==> config.mk <==
export PLATFORM = sky130hd
export DESIGN_NAME = parking_gate_controller
export DESIGN_NICKNAME = d
export VERILOG_FILES = /design/src/rtl/parking_gate_controller.sv
export SDC_FILE = /design/constraint.sdc
export NUM_CORES = 1
export LEC_CHECK = 0
export ABC_CLOCK_PERIOD_IN_PS = 7250
export BUFFER_PORTS_ARGS = -buffer_cell sky130_fd_sc_hd__clkbuf_2
export CAP_MARGIN = 30
export CORE_MARGIN = 3
export CORE_UTILIZATION = 40
export CTS_CLUSTER_SIZE = 40
export DETAILED_ROUTE_END_ITERATION = 16
export SLEW_MARGIN = 15
export SYNTH_ARGS = -nofsm -noshare
export SYNTH_HDL_FRONTEND = slang
export SYNTH_SLANG_ARGS = --single-unit
==> constraint.sdc <==
create_clock -name clk -period 7.25 [get_ports clk]
set_clock_uncertainty 0.2 [all_clocks]
set_input_delay 0.725 -clock clk [delete_from_list [all_inputs] [get_ports clk]]
set_output_delay 0.725 -clock clk [all_outputs]
set_load 0.03 [all_outputs]
==> src/rtl/parking_gate_controller.sv <==
// Parking lane gate controller: sensor synchronisation and debounce,
// passage-direction FSM, barrier arm command and entry/exit strobes.
module parking_gate_controller #(
  parameter int unsigned DEBOUNCE_CYCLES = 4,
  parameter int unsigned GATE_TIMEOUT    = 1000,
  parameter int unsigned TO_W            = 16
) (
  input  logic clk,
  input  logic reset,
  input  logic sensor_a,
  input  logic sensor_b,
  input  logic lot_full,
  output logic entry_pulse,
  output logic exit_pulse,
  output logic gate_open,
  output logic deny,
  output logic fault
);

  localparam int unsigned DB_W = (DEBOUNCE_CYCLES > 1) ? $clog2(DEBOUNCE_CYCLES) : 1;

  typedef enum logic [3:0] {
    IDLE, IN_A, IN_AB, IN_B, OUT_B, OUT_BA, OUT_A, DENY, FAULT
  } state_t;

  // Bit 0 carries sensor A, bit 1 carries sensor B.
  logic [1:0]      sync1_q, sync2_q, filt_q;
  logic [DB_W-1:0] db_cnt_q [2];
  logic            fa, fb;

  state_t          state_q, state_d;
  logic [TO_W-1:0] to_q, to_d;

  assign fa = filt_q[0];
  assign fb = filt_q[1];

  function automatic logic is_passage(input state_t s);
    return (s == IN_A) || (s == IN_AB) || (s == IN_B) ||
           (s == OUT_B) || (s == OUT_BA) || (s == OUT_A);
  endfunction

  // Two-flop synchroniser followed by a stability counter per sensor.
  always_ff @(posedge clk) begin
    if (reset) begin
      sync1_q <= '0;
      sync2_q <= '0;
      filt_q  <= '0;
      for (int i = 0; i < 2; i++) db_cnt_q[i] <= '0;
    end else begin
      sync1_q <= {sensor_b, sensor_a};
      sync2_q <= sync1_q;
      for (int i = 0; i < 2; i++) begin
        if (sync2_q[i] != filt_q[i]) begin
          if (db_cnt_q[i] == DB_W'(DEBOUNCE_CYCLES - 1)) begin
            filt_q[i]   <= sync2_q[i];
            db_cnt_q[i] <= '0;
          end else begin
            db_cnt_q[i] <= db_cnt_q[i] + DB_W'(1);
          end
        end else begin
          db_cnt_q[i] <= '0;
        end
      end
    end
  end

  // Next-state decode on the filtered pattern, with the passage timeout on top.
  always_comb begin
    state_d = state_q;
    to_d    = '0;
    unique case (state_q)
      IDLE: begin
        if (fa && !fb)      state_d = lot_full ? DENY : IN_A;
        else if (!fa && fb) state_d = OUT_B;
        else if (fa && fb)  state_d = FAULT;
      end
      IN_A: begin
        if (fa && fb)        state_d = IN_AB;
        else if (!fa && fb)  state_d = IN_B;
        else if (!fa && !fb) state_d = IDLE;
      end
      IN_AB: begin
        if (!fa && fb)       state_d = IN_B;
        else if (fa && !fb)  state_d = IN_A;
        else if (!fa && !fb) state_d = IDLE;
      end
      IN_B: begin
        if (!fa && !fb)      state_d = IDLE;
        else if (fa && fb)   state_d = IN_AB;
        else if (fa && !fb)  state_d = IN_A;
      end
      OUT_B: begin
        if (fa && fb)        state_d = OUT_BA;
        else if (fa && !fb)  state_d = OUT_A;
        else if (!fa && !fb) state_d = IDLE;
      end
      OUT_BA: begin
        if (fa && !fb)       state_d = OUT_A;
        else if (!fa && fb)  state_d = OUT_B;
        else if (!fa && !fb) state_d = IDLE;
      end
      OUT_A: begin
        if (!fa && !fb)      state_d = IDLE;
        else if (fa && fb)   state_d = OUT_BA;
        else if (!fa && fb)  state_d = OUT_B;
      end
      DENY: begin
        // A vehicle reaching B past a lowered arm is a fault, not a passage.
        if (fb)              state_d = FAULT;
        else if (!fa)        state_d = IDLE;
        else if (!lot_full)  state_d = IN_A;
      end
      FAULT: begin
        if (!fa && !fb)      state_d = IDLE;
      end
      default:               state_d = IDLE;
    endcase

    if (is_passage(state_q) && (state_d == state_q) &&
        (to_q == TO_W'(GATE_TIMEOUT - 1))) begin
      state_d = FAULT;
    end

    if (is_passage(state_q) && (state_d == state_q)) begin
      to_d = to_q + TO_W'(1);
    end
  end

  // State, timeout counter and registered Moore outputs / completion strobes.
  always_ff @(posedge clk) begin
    if (reset) begin
      state_q     <= IDLE;
      to_q        <= '0;
      gate_open   <= 1'b0;
      deny        <= 1'b0;
      fault       <= 1'b0;
      entry_pulse <= 1'b0;
      exit_pulse  <= 1'b0;
    end else begin
      state_q     <= state_d;
      to_q        <= to_d;
      gate_open   <= is_passage(state_d) || (state_d == FAULT);
      deny        <= (state_d == DENY);
      fault       <= (state_d == FAULT);
      entry_pulse <= (state_q == IN_B)  && (state_d == IDLE);
      exit_pulse  <= (state_q == OUT_A) && (state_d == IDLE);
    end
  end

endmodule

Yosys cells after proc, flatten, opt, wreduce, memory -nomap -nowiden
Memories as Yosys holds them, arrays and structs flattened. Cells that the tools add are included.

Word-level logic and storage cells: 126. Memories: 1. Input bits: 5. Output and inout bits: 5. Register bits: 31. Memory bits (writable): 4.

Memories: db_cnt_q (depth 2, bits a word 2, rd ports 2, clocked after Yosys merged registers in 0, write ports 2, RTL line 28) `logic [DB_W-1:0] db_cnt_q [2];`.

Eq/ne operators: 23. Bitwise logic cells: 7. Mux-type cells: 54. Add/subtract/negate cells: 3. Reductions and logical operators: 27.

Operator list (number): 2-to-1 mux 4 bit (22); one-hot mux 4 bit (9 select lines) (1); equality test 4 x 3 -> 1 bit (second input constant) (8); 2-to-1 mux 1 bit (24); adder 16 x 1 -> 16 bit (second input constant) (1); equality test 16 x 10 -> 1 bit (second input constant) (1); equality test 4 x 2 -> 1 bit (second input constant) (4); 2-to-1 mux 2 bit (6); logical OR 1 bit (11); logical AND 1 bit (9); equality test 4 x 1 -> 1 bit (second input constant) (2); equality test 4 bit (2); equality test 4 bit (second input constant) (2); zero test 4 bit (2); bitwise OR 1 bit (6); adder 2 x 1 -> 2 bit (second input constant) (2); equality test 2 bit (second input constant) (2); AND reduction 2 bit (2); 2-to-1 mux 3 bit (1); zero test 1 bit (2); != test 1 bit (2); OR reduction 2 bit (1); NOT 1 bit (1).

Longest topological paths before layout
Gate-level depths: netlist of the first run.

Depth after elaboration: 17. Mapped depth: 9. Mapped depth without buffers: 7.

Least setup slack after synthesis of the first run
OpenSTA, ideal clock, no wires.

Path kind: input -> register. From: input port lot_full. To: register to_q[10]. Setup slack: 4.713 ns. Arrival: 2.217 ns. Setup time: 0.120 ns. Data required time: 6.930 ns. Path buffers: 1. Cell stages on the path: 6. Cells stage by stage: a21boi_1 > o32ai_2 > mux2_4 > o41ai_4 > buf_6 > nor3_2.

Cells in the longest elaborated chain, start to end: 12. Elaborated cells between the ends (all ways): 14. Classes of those cells: 2 x eq/ne; 7 x mux; 1 x bitwise; 4 x reduce/logical.

RTL lines: start: declaration (RTL line 12) `input logic lot_full,`; 2-to-1 mux 4 bit (RTL line 111) `else if (!lot_full) state_d = IN_A;`; 2-to-1 mux 4 bit (RTL line 110) `else if (!fa) state_d = IDLE;`; 2-to-1 mux 4 bit (RTL line 109) `if (fb) state_d = FAULT;`; one-hot mux 4 bit (9 select lines) * (RTL line 71) `unique case (state_q)`; equality test 4 bit (RTL line 119) `if (is_passage(state_q) && (state_d == state_q) &&`; logical AND 1 bit (2 in a row) (RTL line 119); 2-to-1 mux 4 bit * (RTL line 119); equality test 4 bit * (RTL line 124) `if (is_passage(state_q) && (state_d == state_q)) begin`; logical AND 1 bit * (RTL line 124); NOT 1 bit (no line) *; OR reduction 2 bit (no line) *; end signal: assignment (RTL line 141) `to_q <= to_d;`; end: declaration (RTL line 32) `logic [TO_W-1:0] to_q, to_d;`.

Every way passes the cells marked *; elsewhere a longest branch is shown, timed or not. A chain may end at the register's enable or synchronous reset.

Worst setup path in the final report of the first run
From: register filt_q[0]. To: register to_q[9].

Cells in the longest elaborated chain, start to end: 14. Elaborated cells between the ends (all ways): 34. Classes of those cells: 2 x eq/ne; 22 x mux; 1 x bitwise; 9 x reduce/logical.

RTL lines: start: declaration (RTL line 27) `logic [1:0] sync1_q, sync2_q, filt_q;`; start signal: indexed assignment (RTL line 55) `filt_q[i] <= sync2_q[i];`; zero test 1 bit; logical AND 1 bit (on tied branches); 2-to-1 mux 4 bit (on tied branches) (3 in a row); one-hot mux 4 bit (9 select lines) * (RTL line 71); equality test 4 bit (RTL line 119); logical AND 1 bit (2 in a row) (RTL line 119); 2-to-1 mux 4 bit * (RTL line 119); equality test 4 bit * (RTL line 124); logical AND 1 bit * (RTL line 124); NOT 1 bit (no line) *; OR reduction 2 bit (no line) *.

Marked as above.

==> results of run 1 <==
[layer usage]
layer  share of wire (%)  up-vias  track usage [%]
met3                 3.8        4             4.02
met5                   0        -                0
met4                 1.1        0             4.89
met2                  47       29             22.3
met1                  48      712             18.3
li1                    -      779                -
[worst max-delay path by stage]
stage	from	endpoint	slack, ns	cells past startpoint
3_5_place_dp	filt_q[0]	to_q[5]	4.03	7
3_3_place_gp	filt_q[0]	to_q[6]	3.86	6
2_1_floorplan	lot_full	to_q[10]	4.71	6
5_1_grt	filt_q[0]	to_q[8]	3.83	7
6_report	filt_q[0]	to_q[9]	4.05	7
4_1_cts	filt_q[0]	to_q[9]	4.02	7
[power by group through the flow]
stage               clock network [W]  logic (W)  registers [W]
detailed placement                  0  0.0000135       0.000205
floorplan                           0  0.0000109       0.000204
global route                 0.000151  0.0000155       0.000201
CTS                          0.000139  0.0000135       0.000200
global placement                    0  0.0000132       0.000205
finish                       0.000134  0.0000135       0.000200
[layout make-up]
class / count / area, sq um / share of cell area (%)
repair buffers: 11 / 67.6 / 3.18
inverters: 5 / 18.8 / 0.884
clock inverters: 1 / 5.00 / 0.236
clock buffers: 7 / 76.3 / 3.60
well taps: 65 / 81.3 / 3.83
flip-flops and latches: 35 / 741 / 34.9
multi-input cells: 161 / 1130 / 53.4
[kinds of logic (layout without fill, tap and decap cells)]
kind of cell	after synthesis	count (layout)
XOR/XNOR	17	17
multiplexers	4	4
AO/OA/AOI/OAI	37	37
adder cells (fa/ha/maj)	4	4
flip-flops	35	35
AND/OR/NAND/NOR	95	95
buffers and inverters	18	24
other	1	4
[per-stage QoR]
| step | utilization [%] | total power, W | instances | area, sq um | setup slack (ns) |
|---|---|---|---|---|---|
| finish | 46.8 | 0.000348 | 285 | 2120 | 4.05 |
| global route | 46.8 | 0.000367 | 285 | 2120 | 3.83 |
| CTS | 46.6 | 0.000353 | 284 | 2110 | 4.02 |
| detailed placement | 44.8 | 0.000218 | 276 | 2030 | 4.03 |
| global placement | 44.5 | 0.000218 | 275 | 2020 | 3.86 |
| floorplan | - | 0.000215 | 214 | 1970 | 4.71 |
[registers in the layout (all words and copies together) (netlist names)]
signal	cells
db_cnt_q	4
to_q	16
fault	1
gate_open	1
entry_pulse	1
sync1_q	2
deny	1
filt_q	2
sync2_q	2
exit_pulse	1
state_q	4
[layout by cell type (no fill, tap or decap), drive strengths merged, types with 3 or more instances in the layout]
master  count
a21boi      3
a21oi      10
and3        3
clkbuf     16
conb        4
dfxtp      31
edfxtp      4
ha          3
inv         5
mux2i       3
nand2       7
nand2b      4
nand3       6
nand4       5
nor2       19
nor2b      13
nor3       23
nor4        3
o21ai       4
or3         3
xnor2       9
xor2        8
[worst reg2reg max path, stage by stage, from the launching register on]
cell and delay (ns):
sky130_fd_sc_hd__dfxtp_1 0.74, sky130_fd_sc_hd__nor2b_1 0.35, sky130_fd_sc_hd__a32oi_2 0.17, sky130_fd_sc_hd__o32ai_2 0.32, sky130_fd_sc_hd__mux2_4 0.36, sky130_fd_sc_hd__o41ai_4 0.64, sky130_fd_sc_hd__buf_6 0.25, sky130_fd_sc_hd__nor3_1 0.07
==> results.rst, run 1 <==
.. list-table::
   :header-rows: 1

   * - Metric
     - Value
   * - Pwr/cell area
     - 164 mW/mm^2
   * - Length of the first detailed-routing pass in iterations
     - 4
   * - Via-to-Cell Ratio
     - 5.35
   * - Setup repair after global routing missed its margin
     - false
   * - Cell with the most instances after synthesis
     - sky130_fd_sc_hd__dfxtp_1
   * - Initial core utilization
     - a little over two fifths
   * - Cell depth of the worst flop-to-flop path
     - 7
   * - Hold Path Origin
     - sync1_q[1]
   * - Critical register-to-register path startpoint
     - filt_q[0]
   * - Synth top area cells
     - sky130_fd_sc_hd__dfxtp_1, sky130_fd_sc_hd__edfxtp_1, sky130_fd_sc_hd__nor3_2
   * - Pin count of the biggest net entering global routing
     - 21
   * - Maximum single-stage delay on the critical path
     - approximately 0.74 ns
   * - Crit path DAT
     - between 3 and 4 ns
   * - Number of I/O pins
     - 10
   * - Number of nets in the layout
     - 227
   * - Post-Syn Area
     - just under 0.002 sq mm
   * - Setup-violating endpoint count in the final report
     - 0
   * - Run status
     - finished, final reports clean
   * - Input/output buffers
     - 9
   * - Multiplexer share of the synthesized area
     - under 10%
   * - Maximum fanout count along the critical path
     - 18
   * - Simple logic cell fraction of the synthesized area
     - between 20% and 30%
   * - Parity-gate share of the synthesized area counting xor and xnor cells
     - under 10%
   * - Synth cell types
     - 57
   * - Proportion of power drawn by flip-flops and latches
     - approximately 58%
   * - Number of synthesized flops with an enable pin
     - 4
   * - Sum of net half-perimeters after detailed placement
     - around 2600 microns
   * - Largest delay contributor family on the critical path
     - compound AO/OA/AOI/OAI gates
   * - Total of hold buffers inserted after clock tree synthesis
     - 0
   * - DRC violations left
     - 0
   * - Post-synth top flop
     - sky130_fd_sc_hd__dfxtp_1
   * - Largest family of logic cells by synthesized area
     - simple AND/OR/NAND/NOR gates
   * - Bufs on Longest Clock Path
     - 2
   * - Internal power
     - 0.000271 W
   * - Cells after synthesis
     - 211
   * - Final hold viol count
     - 0
   * - Initial antenna violation count
     - 0
   * - Number of diodes
     - 0
   * - CP Data Required Time
     - a little over 7 ns
   * - Clock insertion delay at the later pin of the skew report
     - between 0.2 and 0.3 ns
   * - Fmax achieved
     - between 300 and 400 MHz
   * - Fillers
     - approximately 450
   * - Fraction of layout cells with a size suffix above 1
     - 15.9%
   * - Endpoint class of the critical path
     - flop
   * - Cell depth of the worst min-delay path
     - 1
   * - Cell types with the highest counts after synthesis
     - sky130_fd_sc_hd__dfxtp_1, sky130_fd_sc_hd__nor2_1, sky130_fd_sc_hd__nor2b_1, sky130_fd_sc_hd__nor3_1, sky130_fd_sc_hd__nor3_2
   * - FF-to-FF End
     - to_q[9]
   * - Fraction of the mapped netlist area in adder cells
     - roughly 2.4%
   * - Classification of the worst-slack hold path
     - flop to flop
   * - First-pass GRT wire length
     - 6670 microns
   * - Drt total wl
     - approximately 3700 microns
   * - Kind of start point of the critical path
     - flop
   * - Complex-gate fraction of the synthesized area
     - between 10% and 20%
   * - Cell with the biggest individual delay on the critical path
     - sky130_fd_sc_hd__dfxtp_1
   * - Combinational fraction of design power
     - between 3 and 4%
   * - Max-capacitance violation count
     - 0
   * - Final cycle utilization of the critical path
     - 44.1%
   * - Largest area contributor in the synthesized netlist
     - sky130_fd_sc_hd__dfxtp_1
   * - Overflow left after global routing
     - 0
   * - Flip-flop and latch count after synthesis
     - 35
   * - Synth-to-Final Area Change
     - 8.23%
   * - Num Clock Sinks
     - 35
   * - Antenna Violating Nets Remaining
     - 0
   * - Transition time of the tightest slew-check pin
     - ~0.67 ns
   * - Critical path class
     - flop to flop
   * - Headroom to the max-slew limit
     - 55.2%
   * - Number of gates given a new drive strength after cts
     - 0
   * - Buffers plus inverters on the worst setup path
     - 1
   * - Top cell type's share of synthesized area
     - 31.7%
   * - CTS Buf Count
     - 5
   * - Wirelength per Cell
     - between 10 and 15 microns
   * - TritonCTS clock tree
     - built
   * - Clock-pin slew of the registers on the worst-case setup and hold paths
     - ~0.07 ns
   * - Crit path time final
     - ~3.2 ns
   * - Sequential element share of the synthesized area
     - a little under two fifths
   * - Number of H-tree levels
     - 2
   * - Slack of the worst reg-to-reg path
     - between 4 and 5 ns
   * - Reported net switching power
     - 0.0000761 W
   * - Highest ir drop seen on vdd
     - 0.000112 V
   * - Hold slack
     - about 0.23 ns
   * - Standard-cell rows
     - 24
   * - Worst Hold Endpoint
     - sync2_q[1]
   * - Switching power as a share of total power
     - 21.9%
   * - Post-Synthesis Mean Instance Area
     - between 9 and 10 sq um
   * - Leak pwr
     - between 0.7 and 0.8 nW
   * - Clock tree root buffer cell
     - sky130_fd_sc_hd__clkbuf_8
   * - Number of warning messages in the yosys log
     - 0
   * - Post-synth ARST share
     - 0%
   * - Vias in the first global route
     - between 1,000 and 1,500
   * - Setup TNS
     - 0 ns
   * - Routed via count
     - approximately 1,500
   * - Gr usage total
     - approximately 14%
   * - Count of routing violations after the opening detailed-route iteration
     - 82
   * - Post-CTS repair timing setup buffer count
     - 0
   * - Die span in y
     - approximately 76 microns
   * - Width of the die
     - 76.0 microns
   * - Overall die area
     - approximately 0.0058 sq mm
   * - Cells traversed along the worst timing path
     - nor2b_1 > a32oi_2 > o32ai_2 > mux2_4 > o41ai_4 > buf_6 > nor3_1
   * - Clock network fraction of design power
     - between 30 and 40%
   * - Final Slew Violations
     - 0
   * - GPL Wtd Cong
     - 0.807
   * - Core outline area
     - ~0.0045 sq mm
Power figures use the tool's default switching activity.
==> run 2, diff against run 1 <==
--- a/config.mk
+++ b/config.mk
@@ -5,7 +5,7 @@
 export SDC_FILE = /design/constraint.sdc
 export NUM_CORES = 1
 export LEC_CHECK = 0
-export ABC_CLOCK_PERIOD_IN_PS = 7250
+export ABC_CLOCK_PERIOD_IN_PS = 3360
 export BUFFER_PORTS_ARGS = -buffer_cell sky130_fd_sc_hd__clkbuf_2
 export CAP_MARGIN = 30
 export CORE_MARGIN = 3
==> constraint.sdc (replaced) <==
create_clock -name clk -period 3.36 [get_ports clk]
set_clock_uncertainty 0.2 [all_clocks]
set_input_delay 0.336 -clock clk [delete_from_list [all_inputs] [get_ports clk]]
set_output_delay 0.336 -clock clk [all_outputs]
set_load 0.03 [all_outputs]
==> results.rst, run 2 (same netlist as run 1, synthesis figures left out) <==
.. list-table::
   :header-rows: 1

   * - Metric
     - Value
   * - Run status
     - finished, final reports clean
   * - Max-capacitance violation count
     - 0 (unchanged)
   * - Clock-pin slew of the registers on the worst-case setup and hold paths
     - 0.07 ns (about the same)
   * - Synth-to-Final Area Change
     - 10.3%
   * - Final hold viol count
     - 0 (unchanged)
   * - Post-CTS repair timing setup buffer count
     - 0 (unchanged)
   * - Final Slew Violations
     - 0 (unchanged)
   * - Vias in the first global route
     - 1,519 (+4.8%)
   * - Routed via count
     - 1,495 (-1.9%)
   * - Final instance area
     - 0.00216 sq mm (+1.9%)
   * - Fmax achieved
     - 354 MHz (+13%)
   * - CP Data Required Time
     - 3.32 ns (-3.90 ns)
   * - Standard-cell rows
     - 24 (unchanged)
   * - Largest delay contributor family on the critical path
     - compound AO/OA/AOI/OAI gates
   * - Critical path class
     - flop to flop
   * - Pin count of the biggest net entering global routing
     - 17 (-19%)
   * - Number of I/O pins
     - 10 (unchanged)
   * - GPL Wtd Cong
     - 0.794 (-1.6%)
   * - Via-to-Cell Ratio
     - 5.16 (-3.6%)
   * - Kind of start point of the critical path
     - flop
   * - Post-DP Area
     - 0.00207 sq mm (+2.0%)
   * - Cells traversed along the worst timing path
     - and2_1 > a21boi_1 > o32ai_2 > mux2_4 > o41ai_4 > buf_4 > nor3_1
   * - Commonest non-fill, non-tap cell in the layout
     - sky130_fd_sc_hd__dfxtp_1
   * - Clock tree root buffer cell
     - sky130_fd_sc_hd__clkbuf_8
   * - Crit path time final
     - 2.83 ns (-0.368 ns)
   * - Die span in y
     - 76.0 microns (unchanged)
   * - Endpoint class of the critical path
     - flop
   * - Leak pwr
     - 0.770 nW (+4.2%)
   * - Classification of the worst-slack hold path
     - primary input to flop
   * - Clock insertion delay at the later pin of the skew report
     - 0.29 ns (about the same)
   * - Maximum fanout count along the critical path
     - 16 (-2)
   * - Number of diodes
     - 0 (unchanged)
   * - Num Clock Sinks
     - 35 (unchanged)
   * - Sum of net half-perimeters after detailed placement
     - 2590 microns (-1.7%)
   * - Input/output buffers
     - 9 (unchanged)
   * - Cell with the biggest individual delay on the critical path
     - sky130_fd_sc_hd__dfxtp_1
   * - Highest ir drop seen on vdd
     - 0.000165 V (+47%)
   * - Pwr/cell area
     - 358 mW/mm^2 (+120%)
   * - Buffers plus inverters on the worst setup path
     - 1 (unchanged)
   * - DRC violations left
     - 0 (unchanged)
   * - Count of routing violations after the opening detailed-route iteration
     - 74 (-9.8%)
   * - Gr usage total
     - 13.9% (-0.17 points)
   * - Crit path DAT
     - 2.79 ns (-0.38 ns)
   * - TritonCTS clock tree
     - built
   * - Overall die area
     - 0.00578 sq mm (unchanged)
   * - First-pass GRT wire length
     - 6650 microns (-0.21%)
   * - Number of H-tree levels
     - 2 (unchanged)
   * - Post-Place Cells
     - 282 (+2.2%)
   * - Setup slack after placement
     - 0.613 ns (-3.41 ns)
   * - Fin cells
     - 290 (+1.8%)
   * - Number of gates given a new drive strength after cts
     - 0 (unchanged)
   * - Bufs on Longest Clock Path
     - 2 (unchanged)
   * - Fraction of layout cells with a size suffix above 1
     - 18.2% (+2.3 points)
   * - Total of hold buffers inserted after clock tree synthesis
     - 0 (unchanged)
   * - Setup TNS
     - 0 ns (unchanged)
   * - Top library cells by usage in the layout, fill and taps aside
     - sky130_fd_sc_hd__dfxtp_1, sky130_fd_sc_hd__nor2_1, sky130_fd_sc_hd__nor2b_1, sky130_fd_sc_hd__nor3_1, sky130_fd_sc_hd__nor3_2
   * - Flip-flop count of the largest register after layout
     - 16 (unchanged)
   * - Top Registers
     - to_q (16), db_cnt_q (4), state_q (4)
   * - Register with the most flip-flops
     - to_q
   * - Wirelength per Cell
     - 12.7 microns (-3.1%)
   * - Core outline area
     - 0.00453 sq mm (unchanged)
   * - Maximum single-stage delay on the critical path
     - 0.63 ns (-0.11 ns)
   * - Width of the die
     - 76.0 microns (unchanged)
   * - Overflow left after global routing
     - 0 (unchanged)
   * - Antenna Violating Nets Remaining
     - 0 (unchanged)
   * - Final worst-path setup slack
     - 0.531 ns (-3.52 ns)
   * - Drt total wl
     - 3690 microns (-1.4%)
   * - Initial antenna violation count
     - 0 (unchanged)
   * - Initial core utilization
     - 43.2% (unchanged)
   * - Setup repair after global routing missed its margin
     - false
   * - Length of the first detailed-routing pass in iterations
     - 4 (unchanged)
   * - CTS Buf Count
     - 5 (unchanged)
   * - Number of nets in the layout
     - 232 (+2.2%)
   * - Setup-violating endpoint count in the final report
     - 0 (unchanged)
   * - Final cycle utilization of the critical path
     - 84.2% (+40 points)
[run 2: area by class of cell]
type / instances / area [sq um]
Fill cell: 426 / 2370
Multi-Input combinational cell: 161 / 1130
Sequential cell: 35 / 741
Timing Repair Buffer: 16 / 97.6
Clock buffer: 7 / 86.3
Tap cell: 65 / 81.3
Inverter: 5 / 18.8
Clock inverter: 1 / 5.00
[run 2: per-layer routing]
metal / track usage, % / part of all wire, % / vias to the layer above
met5: 0 / 0 / -
met1: 16.7 / 48 / 691
met2: 23.0 / 46 / 16
met4: 7.07 / 2.8 / 0
met3: 3.31 / 2.7 / 11
li1: - / - / 777
[run 2: final timing paths]
check,start,endpoint,slack (ns),cells after the start
setup / recovery,state_q[0],to_q[9],0.53,7
hold / removal,sensor_a,sync1_q[0],0.06,2
setup reg to reg,state_q[0],to_q[9],0.53,7
hold reg to reg,sync1_q[1],sync2_q[1],0.24,1
[run 2: metrics by stage]
step | util, % | total power, W | hold slack (ns)
floorplan | - | 0.000463 | 0.214
global placement | 45.7 | 0.000471 | 0.228
detailed placement | 45.7 | 0.000471 | 0.228
CTS | 47.7 | 0.000785 | 0.0477
global route | 47.7 | 0.000810 | 0.0890
finish | 47.7 | 0.000774 | 0.0568
[run 2: power by group]
group          switching [W]  internal [W]   total, W
Sequential        0.00000324      0.000428   0.000431
Combinational      0.0000180     0.0000130  0.0000310
Clock               0.000147      0.000165   0.000312
Total               0.000168      0.000606   0.000774
